<file path="src/rtl/usart_engine.sv">
// rtl/usart_engine.sv - full-duplex UART with command port, TX FIFO and RX holding register
// Define USART_PARITY_EN to add a parity bit to both TX and RX frames.
module usart_engine #(
    parameter int DATA_BITS   = 8,
    parameter int STOP_BITS   = 1,
    parameter int TX_DEPTH    = 4,
    parameter int DIV_W       = 16,
    parameter int DEFAULT_DIV = 138
) (
    input  logic                 clk,
    input  logic                 reset,
    input  logic                 write,
    input  logic [2:0]           cmd_in,
    input  logic [DATA_BITS-1:0] data_in,
    input  logic                 read,
    input  logic                 rx_pin,
    output logic                 tx_pin,
    output logic [DATA_BITS-1:0] rx_data,
    output logic                 rx_valid,
    output logic                 tx_full,
    output logic                 tx_busy,
    output logic [3:0]           status
);

`ifdef USART_PARITY_EN
    localparam bit PARITY_EN = 1'b1;
`else
    localparam bit PARITY_EN = 1'b0;
`endif

    localparam int AW = $clog2(TX_DEPTH);
    localparam logic [DIV_W-1:0] ONE      = DIV_W'(1);
    localparam logic [DIV_W-1:0] TWO      = DIV_W'(2);
    localparam logic [AW:0]      FULL_CNT = (AW+1)'(TX_DEPTH);
    localparam logic [3:0]       LAST_BIT = 4'(DATA_BITS - 1);
    localparam logic             STOP_LAST = 1'(STOP_BITS - 1);

    typedef enum logic [2:0] {T_IDLE, T_START, T_DATA, T_PAR, T_STOP} tx_state_t;
    typedef enum logic [2:0] {R_IDLE, R_START, R_DATA, R_PAR, R_STOP, R_BRK} rx_state_t;

    logic                 tx_en, rx_en, parity_odd;
    logic [DIV_W-1:0]     div_reg, div_next, div_eff;
    logic [7:0]           op;
    logic                 wr_ctrl, push, push_ok, tx_pop, clr_err;
    logic [DATA_BITS-1:0] fifo_mem [TX_DEPTH];
    logic [AW-1:0]        wr_ptr, rd_ptr;
    logic [AW:0]          fifo_cnt, cnt_next;

    tx_state_t            tx_st, tx_nxt;
    logic [DIV_W-1:0]     tx_cnt, tx_div;
    logic [3:0]           tx_bit;
    logic                 tx_stop, tx_par, tx_tick;
    logic [DATA_BITS-1:0] tx_shr;

    rx_state_t            rx_st, rx_nxt;
    logic                 rx_s1, rx_s2, rx_prev, rx_fall, rx_tick, rx_pbit;
    logic [DIV_W-1:0]     rx_cnt, rx_div;
    logic [3:0]           rx_bit;
    logic [DATA_BITS-1:0] rx_shr;
    logic                 stop_ok, frm_set, par_set, deliver, ovr_set, ovf_set;

    assign op      = 8'(data_in);
    assign wr_ctrl = write && (cmd_in == 3'd1);
    assign push    = write && (cmd_in == 3'd2);
    assign clr_err = wr_ctrl && data_in[2];
    assign div_eff = (div_reg < TWO) ? TWO : div_reg;

    always_comb begin
        div_next = div_reg;
        for (int i = 0; i < 8; i++) begin
            if (write && cmd_in == 3'd3 && i < DIV_W) div_next[i] = op[i];
            if (write && cmd_in == 3'd4 && i + 8 < DIV_W) div_next[i+8] = op[i];
        end
    end

    always_ff @(posedge clk or posedge reset) begin
        if (reset) begin
            tx_en      <= 1'b1;
            rx_en      <= 1'b1;
            parity_odd <= 1'b0;
            div_reg    <= DIV_W'(DEFAULT_DIV);
        end else begin
            div_reg <= div_next;
            if (wr_ctrl) begin
                tx_en      <= data_in[0];
                rx_en      <= data_in[1];
                parity_odd <= data_in[3];
            end
        end
    end

    // A pop in the same cycle frees the slot, so a push into a full FIFO still lands.
    assign push_ok = push && (fifo_cnt != FULL_CNT || tx_pop);
    assign ovf_set = push && !push_ok;

    always_comb begin
        cnt_next = fifo_cnt;
        if (push_ok && !tx_pop) cnt_next = fifo_cnt + 1'b1;
        else if (!push_ok && tx_pop) cnt_next = fifo_cnt - 1'b1;
    end

    always_ff @(posedge clk) begin
        if (push_ok) fifo_mem[wr_ptr] <= data_in;
    end

    always_ff @(posedge clk or posedge reset) begin
        if (reset) begin
            wr_ptr   <= '0;
            rd_ptr   <= '0;
            fifo_cnt <= '0;
            tx_full  <= 1'b0;
        end else begin
            if (push_ok) wr_ptr <= wr_ptr + 1'b1;
            if (tx_pop)  rd_ptr <= rd_ptr + 1'b1;
            fifo_cnt <= cnt_next;
            tx_full  <= (cnt_next == FULL_CNT);
        end
    end

    assign tx_tick = (tx_cnt == '0);
    assign tx_busy = (fifo_cnt != '0) || (tx_st != T_IDLE);

    always_comb begin
        tx_nxt = tx_st;
        tx_pop = 1'b0;
        case (tx_st)
            T_IDLE:  if (tx_en && fifo_cnt != '0) begin
                         tx_pop = 1'b1;
                         tx_nxt = T_START;
                     end
            T_START: if (tx_tick) tx_nxt = T_DATA;
            T_DATA:  if (tx_tick && tx_bit == LAST_BIT) tx_nxt = PARITY_EN ? T_PAR : T_STOP;
            T_PAR:   if (tx_tick) tx_nxt = T_STOP;
            T_STOP:  if (tx_tick && tx_stop == STOP_LAST) begin
                         if (tx_en && fifo_cnt != '0) begin
                             tx_pop = 1'b1;
                             tx_nxt = T_START;
                         end else begin
                             tx_nxt = T_IDLE;
                         end
                     end
            default: tx_nxt = T_IDLE;
        endcase
    end

    always_ff @(posedge clk or posedge reset) begin
        if (reset) begin
            tx_st   <= T_IDLE;
            tx_pin  <= 1'b1;
            tx_cnt  <= '0;
            tx_div  <= TWO;
            tx_bit  <= '0;
            tx_stop <= 1'b0;
            tx_par  <= 1'b0;
            tx_shr  <= '0;
        end else begin
            tx_st <= tx_nxt;
            if (tx_pop) begin
                tx_shr  <= fifo_mem[rd_ptr];
                tx_par  <= (^fifo_mem[rd_ptr]) ^ parity_odd;
                tx_div  <= div_eff;
                tx_cnt  <= div_eff - ONE;
                tx_pin  <= 1'b0;
                tx_bit  <= '0;
                tx_stop <= 1'b0;
            end else if (tx_st != T_IDLE) begin
                if (!tx_tick) begin
                    tx_cnt <= tx_cnt - ONE;
                end else begin
                    tx_cnt <= tx_div - ONE;
                    case (tx_st)
                        T_START: tx_pin <= tx_shr[0];
                        T_DATA: begin
                            if (tx_bit == LAST_BIT) begin
                                tx_pin <= PARITY_EN ? tx_par : 1'b1;
                            end else begin
                                tx_bit <= tx_bit + 4'd1;
                                tx_shr <= tx_shr >> 1;
                                tx_pin <= tx_shr[1];
                            end
                        end
                        T_PAR:  tx_pin <= 1'b1;
                        T_STOP: begin
                            tx_stop <= tx_stop + 1'b1;
                            tx_pin  <= 1'b1;
                        end
                        default: ;
                    endcase
                end
            end
        end
    end

    assign rx_fall = rx_prev && !rx_s2;
    assign rx_tick = (rx_cnt == '0);
    assign stop_ok = (rx_st == R_STOP) && rx_tick && rx_s2;
    assign frm_set = (rx_st == R_STOP) && rx_tick && !rx_s2;
    assign par_set = PARITY_EN && stop_ok && (((^rx_shr) ^ rx_pbit) != parity_odd);
    assign deliver = stop_ok && !par_set;
    assign ovr_set = deliver && rx_valid && !read;

    always_comb begin
        rx_nxt = rx_st;
        case (rx_st)
            R_IDLE:  if (rx_en && rx_fall) rx_nxt = R_START;
            R_START: if (rx_tick) rx_nxt = rx_s2 ? R_IDLE : R_DATA;
            R_DATA:  if (rx_tick && rx_bit == LAST_BIT) rx_nxt = PARITY_EN ? R_PAR : R_STOP;
            R_PAR:   if (rx_tick) rx_nxt = R_STOP;
            R_STOP:  if (rx_tick) rx_nxt = rx_s2 ? R_IDLE : R_BRK;
            R_BRK:   if (rx_s2) rx_nxt = R_IDLE;
            default: rx_nxt = R_IDLE;
        endcase
    end

    always_ff @(posedge clk or posedge reset) begin
        if (reset) begin
            rx_st    <= R_IDLE;
            rx_s1    <= 1'b1;
            rx_s2    <= 1'b1;
            rx_prev  <= 1'b1;
            rx_cnt   <= '0;
            rx_div   <= TWO;
            rx_bit   <= '0;
            rx_shr   <= '0;
            rx_pbit  <= 1'b0;
            rx_data  <= '0;
            rx_valid <= 1'b0;
            status   <= '0;
        end else begin
            rx_st   <= rx_nxt;
            rx_s1   <= rx_pin;
            rx_s2   <= rx_s1;
            rx_prev <= rx_s2;
            // Divisor is re-latched every idle cycle, so it is frozen from the start edge on.
            if (rx_st == R_IDLE) begin
                rx_div <= div_eff;
                rx_cnt <= (div_eff >> 1) - ONE;
                rx_bit <= '0;
            end else if (!rx_tick) begin
                rx_cnt <= rx_cnt - ONE;
            end else begin
                rx_cnt <= rx_div - ONE;
                if (rx_st == R_DATA) begin
                    rx_shr <= {rx_s2, rx_shr[DATA_BITS-1:1]};
                    rx_bit <= rx_bit + 4'd1;
                end
                if (rx_st == R_PAR) rx_pbit <= rx_s2;
            end
            if (deliver && (!rx_valid || read)) begin
                rx_data  <= rx_shr;
                rx_valid <= 1'b1;
            end else if (read) begin
                rx_valid <= 1'b0;
            end
            if (clr_err) status <= '0;
            else         status <= status | {par_set, frm_set, ovr_set, ovf_set};
        end
    end

endmodule

</file>
<file path="config.mk">
export PLATFORM = sky130hd
export DESIGN_NAME = usart_engine
export DESIGN_NICKNAME = d
export VERILOG_FILES = /design/src/rtl/usart_engine.sv
export SDC_FILE = /design/constraint.sdc
export NUM_CORES = 1
export LEC_CHECK = 0
export CAP_MARGIN = 20
export CORE_UTILIZATION = 65
export CTS_CLUSTER_SIZE = 25
export DETAILED_ROUTE_END_ITERATION = 8
export DONT_BUFFER_PORTS = 1
export PLACE_DENSITY_LB_ADDON = 0.2
export SLEW_MARGIN = 0
export SYNTH_ARGS = -nofsm -noshare
export SYNTH_HDL_FRONTEND = slang
export SYNTH_SLANG_ARGS = --single-unit
export TNS_END_PERCENT = 100
</file>
<file path="constraint.sdc">
create_clock -name clk -period 12.9 [get_ports clk]
set_clock_uncertainty 0.1 [all_clocks]
set_input_delay 1.29 -clock clk [delete_from_list [all_inputs] [get_ports clk]]
set_output_delay 1.29 -clock clk [all_outputs]
set_load 0.01 [all_outputs]
</file>
==> Word level (Yosys, flattened, before mapping) <==
Memory sizes are Yosys's and may differ from the RTL's.
Cells that the tools add are included.
{ "classes": {"n_mux": 54, "order_cmp": 1, "mul": 0, "eq_ne": 29, "div": 0, "add_sub_neg": 13, "bitwise": 3, "shift": 0, "reduce_logical": 51} }
{ "ops": {"columns": ["operator", "count"], "rows": [
  ["$mux 16", 6],
  ["$sub 16x1->16 const B", 5],
  ["$mux 3", 14],
  ["$mux 8", 5],
  ["$mux 4", 9],
  ["$logic_not 16->1", 2],
  ["$ne 2x2->1 const B", 12],
  ["$logic_and 1x1->1", 21],
  ["$eq 3x2->1 const B", 6],
  ["$pmux 3 s6", 1],
  ["$lt 16x2->1 const B", 1],
  ["$sub 15x1->16 const B", 1],
  ["$eq 3x3->1 const B", 5],
  ["$mux 1", 15],
  ["$pmux 3 s5", 1],
  ["$reduce_bool 2->1", 7],
  ["$eq 3x1->1 const B", 3],
  ["$reduce_and 3->1", 3],
  ["$add 4x1->4 const B", 2],
  ["$eq 4x3->1 const B", 2],
  ["$logic_not 3->1", 2],
  ["$reduce_and 6->1", 1],
  ["$reduce_bool 3->1", 2],
  ["$logic_not 1->1", 5],
  ["16 further kinds", 20]
]} }
{ "word_totals": {"mem_bits_rw": 32, "rom_bits": 0, "output_inout_bits": 16, "latch_bits": 0, "elab_cells": 178, "regBits": 138, "mem_count": 1} }
{ "memory_table": {"columns": ["memory", "depth", "word_bits", "read_ports", "rd_ports_with_merged_regs", "write_ports", "line_no", "source"], "rows": [
  ["fifo_mem", 4, 8, 1, 0, 1, "45", "logic [DATA_BITS-1:0] fifo_mem [TX_DEPTH];"]
]} }

==> Longest topological paths before layout <==
Gate-level depths: netlist of run 1.
{ "depth": {"ltp_word": 12, "depth_mapped": 14, "ltp_nobuf": 12} }

==> Least setup slack after synthesis of run 1 <==
OpenSTA, ideal clock, no wires.
{ "synth_path": {"kind": "reg-to-reg", "from": "register fifo_cnt[0]", "to": "register tx_cnt[14]", "required_time_ns": 12.718, "setup_time_ns": 0.082, "period_less_slack_ns": 3.042, "path_stages_with_launch": 15, "n_path_buf": 2, "arrival_time_ns": 2.860, "setup_slack_ns": 9.858, "path_cell_list": "dfrtp_1 inv_1 ha_1 nand2b_4 and3_1 clkbuf_8 a31oi_1 buf_2 nor2_1 nor2_1 ha_1 o31a_1 nand3_1 or3_1 a31oi_1"} }
{ "synth_between": {"elab_chain_cells": 6, "elab_cells_between_ends": 7} }
{ "synth_rtl": {"columns": ["element", "line_no", "source"], "rows": [
  ["start: declaration", "47", "logic [AW:0] fifo_cnt, cnt_next;"],
  ["start signal: assignment", "115", "fifo_cnt <= cnt_next;"],
  ["$reduce_bool 3->1 (*)", "127, 135", null],
  ["$logic_and 1x1->1 (*)", "127, 135", null],
  ["$mux 1 (*)", "127, 135", null],
  ["$mux 1", "134", "T_STOP: if (tx_tick && tx_stop == STOP_LAST) begin"],
  ["$pmux 1 s2 (*)", "126", "case (tx_st)"],
  ["$mux 16 or $reduce_bool 2->1 (tied branches)", null, null],
  ["end signal: assignment", "162", "tx_cnt <= div_eff - ONE;"],
  ["end signal: assignment", "168", "tx_cnt <= tx_cnt - ONE;"],
  ["end signal: assignment", "170", "tx_cnt <= tx_div - ONE;"],
  ["end: declaration", "50", "logic [DIV_W-1:0] tx_cnt, tx_div;"]
]} }
Every way passes the cells marked *; elsewhere a longest branch is shown, timed or not.
A chain may end at the register's enable or synchronous reset.

==> Worst setup path after layout of run 1 <==
{ "layout_path": {"from": "register fifo_cnt[0]", "to": "register tx_cnt[15]"} }
The elaborated chain is that of the path after synthesis.

==> results of run 1 <==
==> Yosys cell counts (5+ instances only) <==
| master | count |
|---|---|
| nand3_1 | 15 |
| nor4_1 | 8 |
| o22ai_1 | 11 |
| dfrtp_1 | 126 |
| and3_1 | 7 |
| a21oi_1 | 18 |
| and2_1 | 8 |
| nand2b_1 | 5 |
| or2_2 | 5 |
| nand2_1 | 135 |
| inv_1 | 19 |
| edfxtp_1 | 32 |
| o21ai_0 | 37 |
| mux2_2 | 37 |
| or3_1 | 9 |
| dfstp_2 | 11 |
| xnor2_1 | 15 |
| o31ai_1 | 5 |
| o211ai_1 | 7 |
| mux4_2 | 8 |
| clkbuf_1 | 21 |
| nor3_1 | 10 |
| buf_1 | 6 |
| xor2_1 | 10 |
| mux2i_1 | 7 |
| ha_1 | 11 |
| a31oi_1 | 17 |
| o32a_1 | 6 |
| nand4_1 | 9 |
| nor2_1 | 76 |
==> cell families after synthesis <==
| kind of cell | Yosys count | synth area share |
|---|---|---|
| other | 1 | 0.000454 |
| and+or+nand+nor | 316 | 0.184 |
| adders and majority gates | 11 | 0.0167 |
| muxes | 52 | 0.0807 |
| buffers and inverters | 56 | 0.0338 |
| AOI/OAI and AO/OA | 147 | 0.126 |
| DFF | 169 | 0.533 |
| xor gates and xnor gates | 25 | 0.0265 |
==> worst max-delay path: stages (launching register included) <==
cell and delay (ns):
dfrtp_1 0.36, inv_1 0.09, ha_1 0.30, nand2b_4 0.18, nand3_1 0.28, o31ai_4 0.47
mux2i_1 0.55, nand3_2 0.27, or4_1 0.56, a31oi_1 0.17
==> power breakdown <==
group / switching (mW) / leakage, nW / internal [mW]
sequential: 0.146 / 2.02 / 0.682
combinational: 0.297 / 1.56 / 0.221
clock: 0.244 / 0.284 / 0.264
==> metal layers <==
metal,up-vias,part of all wire
met1,2975,0.41
met4,0,0.027
met2,257,0.50
li1,2775,-
met5,-,0
met3,41,0.064
==> final timing paths <==
kind / end / cells after the start
setup / recovery: tx_cnt[15] / 9
hold / removal: rx_s2 / 0
setup reg to reg: tx_cnt[15] / 9
hold reg to reg: rx_s2 / 0
max in group asynchronous: tx_shr[6] / 2
min in group asynchronous: rx_shr[5] / 1
==> metrics by stage <==
| stage | instance area [µm²] | std cells |
|---|---|---|
| floorplan | 8270 | 777 |
| global placement | 8340 | 914 |
| detailed placement | 8340 | 915 |
| CTS | 8930 | 947 |
| global route | 8930 | 947 |
| finish | 8930 | 947 |
==> layout make-up <==
class	instances	area, µm²	share of cell area
Sequential cell	169	4400	0.493
Multi-Input combinational cell	552	3600	0.404
Clock buffer	18	439	0.0492
Tap cell	168	210	0.0235
Clock inverter	14	148	0.0165
Inverter	19	76.3	0.00855
Timing Repair Buffer	7	50.0	0.00560
==> metrics.md, run 1 <==
| Metric | Value |
|---|---|
| Crit. End Element | `flop` |
| Core area | `12200 µm²` |
| Total GRT Usage | `0.318` |
| Die Wd | `115 µm` |
| Synth top area cells | `dfrtp_1 38%, edfxtp_1 12%, nand2_1 6.1%, mux2_2 5.0%, dfstp_2 3.5%` |
| Grt met3 use | `0.0754` |
| H-Tree Depth | `4` |
| DRT Pass-1 Iters | `5` |
| Final Hold Violating Endpoints | `0` |
| Nets | `793` |
| Fin util | `0.731` |
| Synth top area share | `0.381` |
| First-pass GRT wire length | `31100 µm` |
| Startpoint type of the worst setup path | `flop` |
| Clock transition at path regs | `0.07 ns` |
| Post-Syn Area | `8270 µm²` |
| Most frequent cells in the layout | `135 x nand2_1, 126 x dfrtp_1, 76 x nor2_1, 37 x mux2_2, 37 x o21ai_0` |
| Met1 Use GR | `0.411` |
| Vias | `6048` |
| Most Crowded Layer GR | `met2` |
| Main flop type after synthesis | `dfrtp_1` |
| Pwr dens | `208 nW/µm²` |
| Area grow syn2layout | `8.04%` |
| Clock Sinks | `169` |
| Core Rows | `40` |
| Critical Path AT | `3.66 ns` |
| Post-route total power | `1.85 mW` |
| Finish-stage setup viols | `0` |
| CP max FO | `13` |
| CP Class | `flop to flop` |
| CTS tree | `done` |
| Count of pins over their slew limit | `0` |
| CP required | `13.16 ns` |
| IO Pins | `32` |
| WL/cell | `20.4 µm` |
| CTS Root Cell | `clkbuf_16` |
| Final worst slack | `9.50 ns` |
| Total Routed Length | `19300 µm` |
| Initial antenna violation count | `0` |
| Setup TNS | `0 ns` |
| Largest net degree at the start of global routing | `77` |
| Initial drt markers | `549` |
| Port buffer count | `0` |
| Post-Syn Nets | `804` |
| Worst-margin pin slew | `0.970 ns` |
| Reg2reg start | `fifo_cnt[0]` |
| Post-CTS Setup Bufs | `0` |
| Cts hold-fix bufs | `0` |
| DRC violations left | `0` |
| Largest Register | `fifo_mem` |
| Internal reg-to-reg setup slack | `9.50 ns` |
| Highest clock rate | `294 MHz` |
| Sequential fraction of the synthesis area | `0.533` |
| Yosys warnings | `0` |
| Max-slew headroom | `0.353` |
| Initial core utilization | `0.677` |
| ANT cells | `0` |
| RSZ-0062 raised after global routing | `no` |
| Static Leak | `3.86 nW` |
| Max_cap viols | `0` |
| Full die area | `13200 µm²` |
| Final GP Congestion | `0.893` |
| Worst setup startpoint | `fifo_cnt[0]` |
| Commonest non-fill, non-tap cell in the layout | `nand2_1` |
| Share of cells above drive strength 1 | `0.160` |
| Final worst path period share | `0.263` |
| Cells after synthesis | `777` |
| Post-synth EDFFs | `32` |
| Post-route ant nets | `0` |
| CTS buffer count | `17` |
| Number of global-route vias before repair | `5915` |
| Hold WS | `0.259 ns` |
| Latest clock arrival within the worst-skew pair | `0.44 ns` |
| CTS max path bufs | `2` |
| Synth async-reset ratio | `0.811` |
| Vias per cell | `6.39` |
| Fin crit period | `3.40 ns` |
| Max IR drop VDD | `0.136 mV` |
| Post-Syn Area per Cell | `10.6 µm²` |
| Die H | `115 µm` |
| Distinct cells, synth | `75` |
| Grt met2 use | `0.526` |
| Max reg flops | `32` |
| Status | `finished clean` |
| Hold Path Class | `flop to flop` |
| Gr ovfl total | `0` |
| Post-CTS Resized | `0` |
| Placement Setup Slack | `9.56 ns` |
| Hold Crit Start | `rx_s1` |
| Synth area leader | `dfrtp_1` |
| Yosys reg bits | `169` |
| Layout fillers | `845` |
| DP HPWL | `13000 µm` |
(Power assumes the default switching activity.)
==> inputs of run 2 (changes only) <==
--- a/config.mk
+++ b/config.mk
@@ -6,7 +6,7 @@
 export NUM_CORES = 1
 export LEC_CHECK = 0
 export CAP_MARGIN = 20
-export CORE_UTILIZATION = 65
+export CORE_UTILIZATION = 58
 export CTS_CLUSTER_SIZE = 25
 export DETAILED_ROUTE_END_ITERATION = 8
 export DONT_BUFFER_PORTS = 1
==> constraint.sdc (replaced) <==
create_clock -name clk -period 3 [get_ports clk]
set_clock_uncertainty 0.1 [all_clocks]
set_input_delay 0.3 -clock clk [delete_from_list [all_inputs] [get_ports clk]]
set_output_delay 0.3 -clock clk [all_outputs]
set_load 0.01 [all_outputs]
==> run 2 against run 1 <==
  * Via count up 4.3%
  * First-iteration DRC count up 11%
  * Combinational power rose to 5.0 times the previous value
  * Largest cell class unchanged
  * Sequential power rose to 4.2 times the previous value
  * Critical path type unchanged
  * Sequential cell count unchanged
==> metrics.md, run 2 (synthesis results as in run 1) <==
| Metric | Value |
|---|---|
| Commonest non-fill, non-tap cell in the layout | `nand2_1` |
| CP max FO | `17` |
| Vias | `6306` |
| Gr ovfl total | `0` |
| Area grow syn2layout | `15.6%` |
| Clock transition at path regs | `0.07 ns` |
| Post-route total power | `8.28 mW` |
| Initial core utilization | `0.595` |
| Hold Crit Start | `data_in[2]` |
| CTS buffer count | `17` |
| Initial antenna violation count | `0` |
| Worst-margin pin slew | `0.786 ns` |
| Core area | `13900 µm²` |
| Critical Path AT | `3.13 ns` |
| Max-slew headroom | `0.470` |
| Reg2reg start | `tx_st[0]` |
| WL/cell | `19.9 µm` |
| Max_cap viols | `0` |
| Reg2reg end | `tx_cnt[15]` |
| Largest Register | `fifo_mem` |
| Most frequent cells in the layout | `135 x nand2_1, 126 x dfrtp_1, 75 x nor2_1, 57 x buf_4` |
| Highest clock rate | `347 MHz` |
| Layout fillers | `1008` |
| RSZ-0062 raised after global routing | `yes` |
| Crit-path cells | `nor3_4, and3_2, a31oi_4, buf_4, o32a_1, or2_2, or4_1, a31oi_1` |
| Peak per-stage delay on the critical path | `0.50 ns` |
| CP required | `3.25 ns` |
| Clock Sinks | `169` |
| DRC violations left | `0` |
| Crit. End Element | `flop` |
| Fin crit period | `2.88 ns` |
| Setup TNS | `0 ns` |
| Port buffer count | `0` |
| Final design area excluding fillers | `9560 µm²` |
| Die H | `121 µm` |
| Core Rows | `43` |
| Layout Cells excl Fill | `1021` |
| Post-route ant nets | `0` |
| Total GRT Usage | `0.298` |
| Initial drt markers | `609` |
| Final worst path period share | `0.960` |
| Number of global-route vias before repair | `6387` |
| Worst Hold End | `status[0]` |
| Final worst slack | `0.119 ns` |
| Internal reg-to-reg setup slack | `0.12 ns` |
| Static Leak | `4.16 nW` |
| Final Hold Violating Endpoints | `0` |
| Startpoint type of the worst setup path | `flop` |
| # placed instances | `976` |
| Finish-stage setup viols | `0` |
| Worst r2r path cells | `8` |
| Area of the multi-input gates | `3700 µm²` |
| IO Pins | `32` |
| CTS tree | `done` |
| First-pass GRT wire length | `33000 µm` |
| Hold Path Class | `input pin to flop` |
| Placed Instance Area | `8740 µm²` |
| CTS max path bufs | `2` |
| Status | `finished clean` |
| Vias per cell | `6.18` |
| Final GP Congestion | `0.999` |
| Share of cells above drive strength 1 | `0.216` |
| Hold depth | `2` |
| CP Class | `flop to flop` |
| Nets | `855` |
| Max IR drop VDD | `0.532 mV` |
| Pwr dens | `866 nW/µm²` |
| DRT Pass-1 Iters | `6` |
| Storage cell area | `4400 µm²` |
| Total Routed Length | `20300 µm` |
| ANT cells | `0` |
| Max reg flops | `32` |
| Count of pins over their slew limit | `0` |
| Latest clock arrival within the worst-skew pair | `0.44 ns` |
| CTS Root Cell | `clkbuf_16` |
| Placement Setup Slack | `0.0841 ns` |
| Largest net degree at the start of global routing | `46` |
| CP max stage cell | `dfrtp_1` |
| DP HPWL | `14000 µm` |
| H-Tree Depth | `4` |
| Die Wd | `121 µm` |
| Full die area | `14700 µm²` |
run 2: cell count changes in the layout (fill, tap and decap cells not counted), moves of 2 or more:
| cell | previous run | this run |
|---|---|---|
| buf_4 | 6 | 57 |
| bufinv_16 | 0 | 2 |
| clkbuf_1 | 0 | 2 |
| clkinv_8 | 2 | 0 |
| clkinvlp_4 | 2 | 4 |
| dlygate4sd3_1 | 0 | 11 |
| inv_6 | 6 | 3 |
| inv_8 | 5 | 1 |
| nand3_1 | 15 | 13 |
| nor4_2 | 3 | 0 |
| nor4_4 | 1 | 4 |
run 2: how the worst max path moves through the flow:
| stage | depth (start not counted) | endpoint | start | slack (ns) |
|---|---|---|---|---|
| finish | 8 | tx_cnt[15] | tx_st[0] | 0.12 |
| global route | 12 | tx_cnt[10] | tx_cnt[15] | -0.009 |
| CTS | 8 | tx_cnt[15] | tx_st[0] | 0.04 |
| detailed placement | 10 | tx_cnt[15] | fifo_cnt[0] | 0.08 |
| global placement | 10 | tx_cnt[15] | fifo_cnt[0] | 0.15 |
| floorplan | 10 | rx_cnt[4] | rx_cnt[3] | 0.03 |
run 2: worst max-delay path: cells and delay by family (launching register included):
family | cells | cell delay (ns)
AO/OA/AOI/OAI | 3 | 0.53
AND/OR/NAND/NOR | 4 | 1.44
flip-flops | 1 | 0.50
buffers and inverters | 1 | 0.22
run 2: where the power goes:
part / switching, mW / internal (mW)
logic: 1.44 / 1.12
clock network: 0.942 / 1.29
registers: 0.560 / 2.93
total: 2.94 / 5.34
run 2: cell type report:
class,count,share of cell area
sequential,169,0.461
multi-input combinational,552,0.387
timing repair buffer,69,0.0584
clock buffer,20,0.0479
tap,180,0.0236
clock inverter,12,0.0144
inverter,19,0.00785
run 2: through the flow:
step	hold slack [ns]	utilization
after floorplan	0.204	-
final	0.0421	0.689
after detailed placement	0.0442	0.630
after global routing	0.0558	0.689
after CTS	0.0347	0.680
after global placement	0.0448	0.630
run 2: what timing repair did:
item | in CTS | in global routing
hold buffers | 11 | 0
endpoints found under the setup margin | 0 | 37
buffers inserted | 0 | 2
endpoints found under the hold margin | 132 | 0
gates resized for setup | 0 | 16
run 2: metal layers:
metal	vias up	part of all wire	global-route usage
met1	3126	0.42	0.390
met2	243	0.49	0.480
met5	-	0	0
met4	0	0.027	0.120
li1	2889	-	-
met3	48	0.064	0.0677
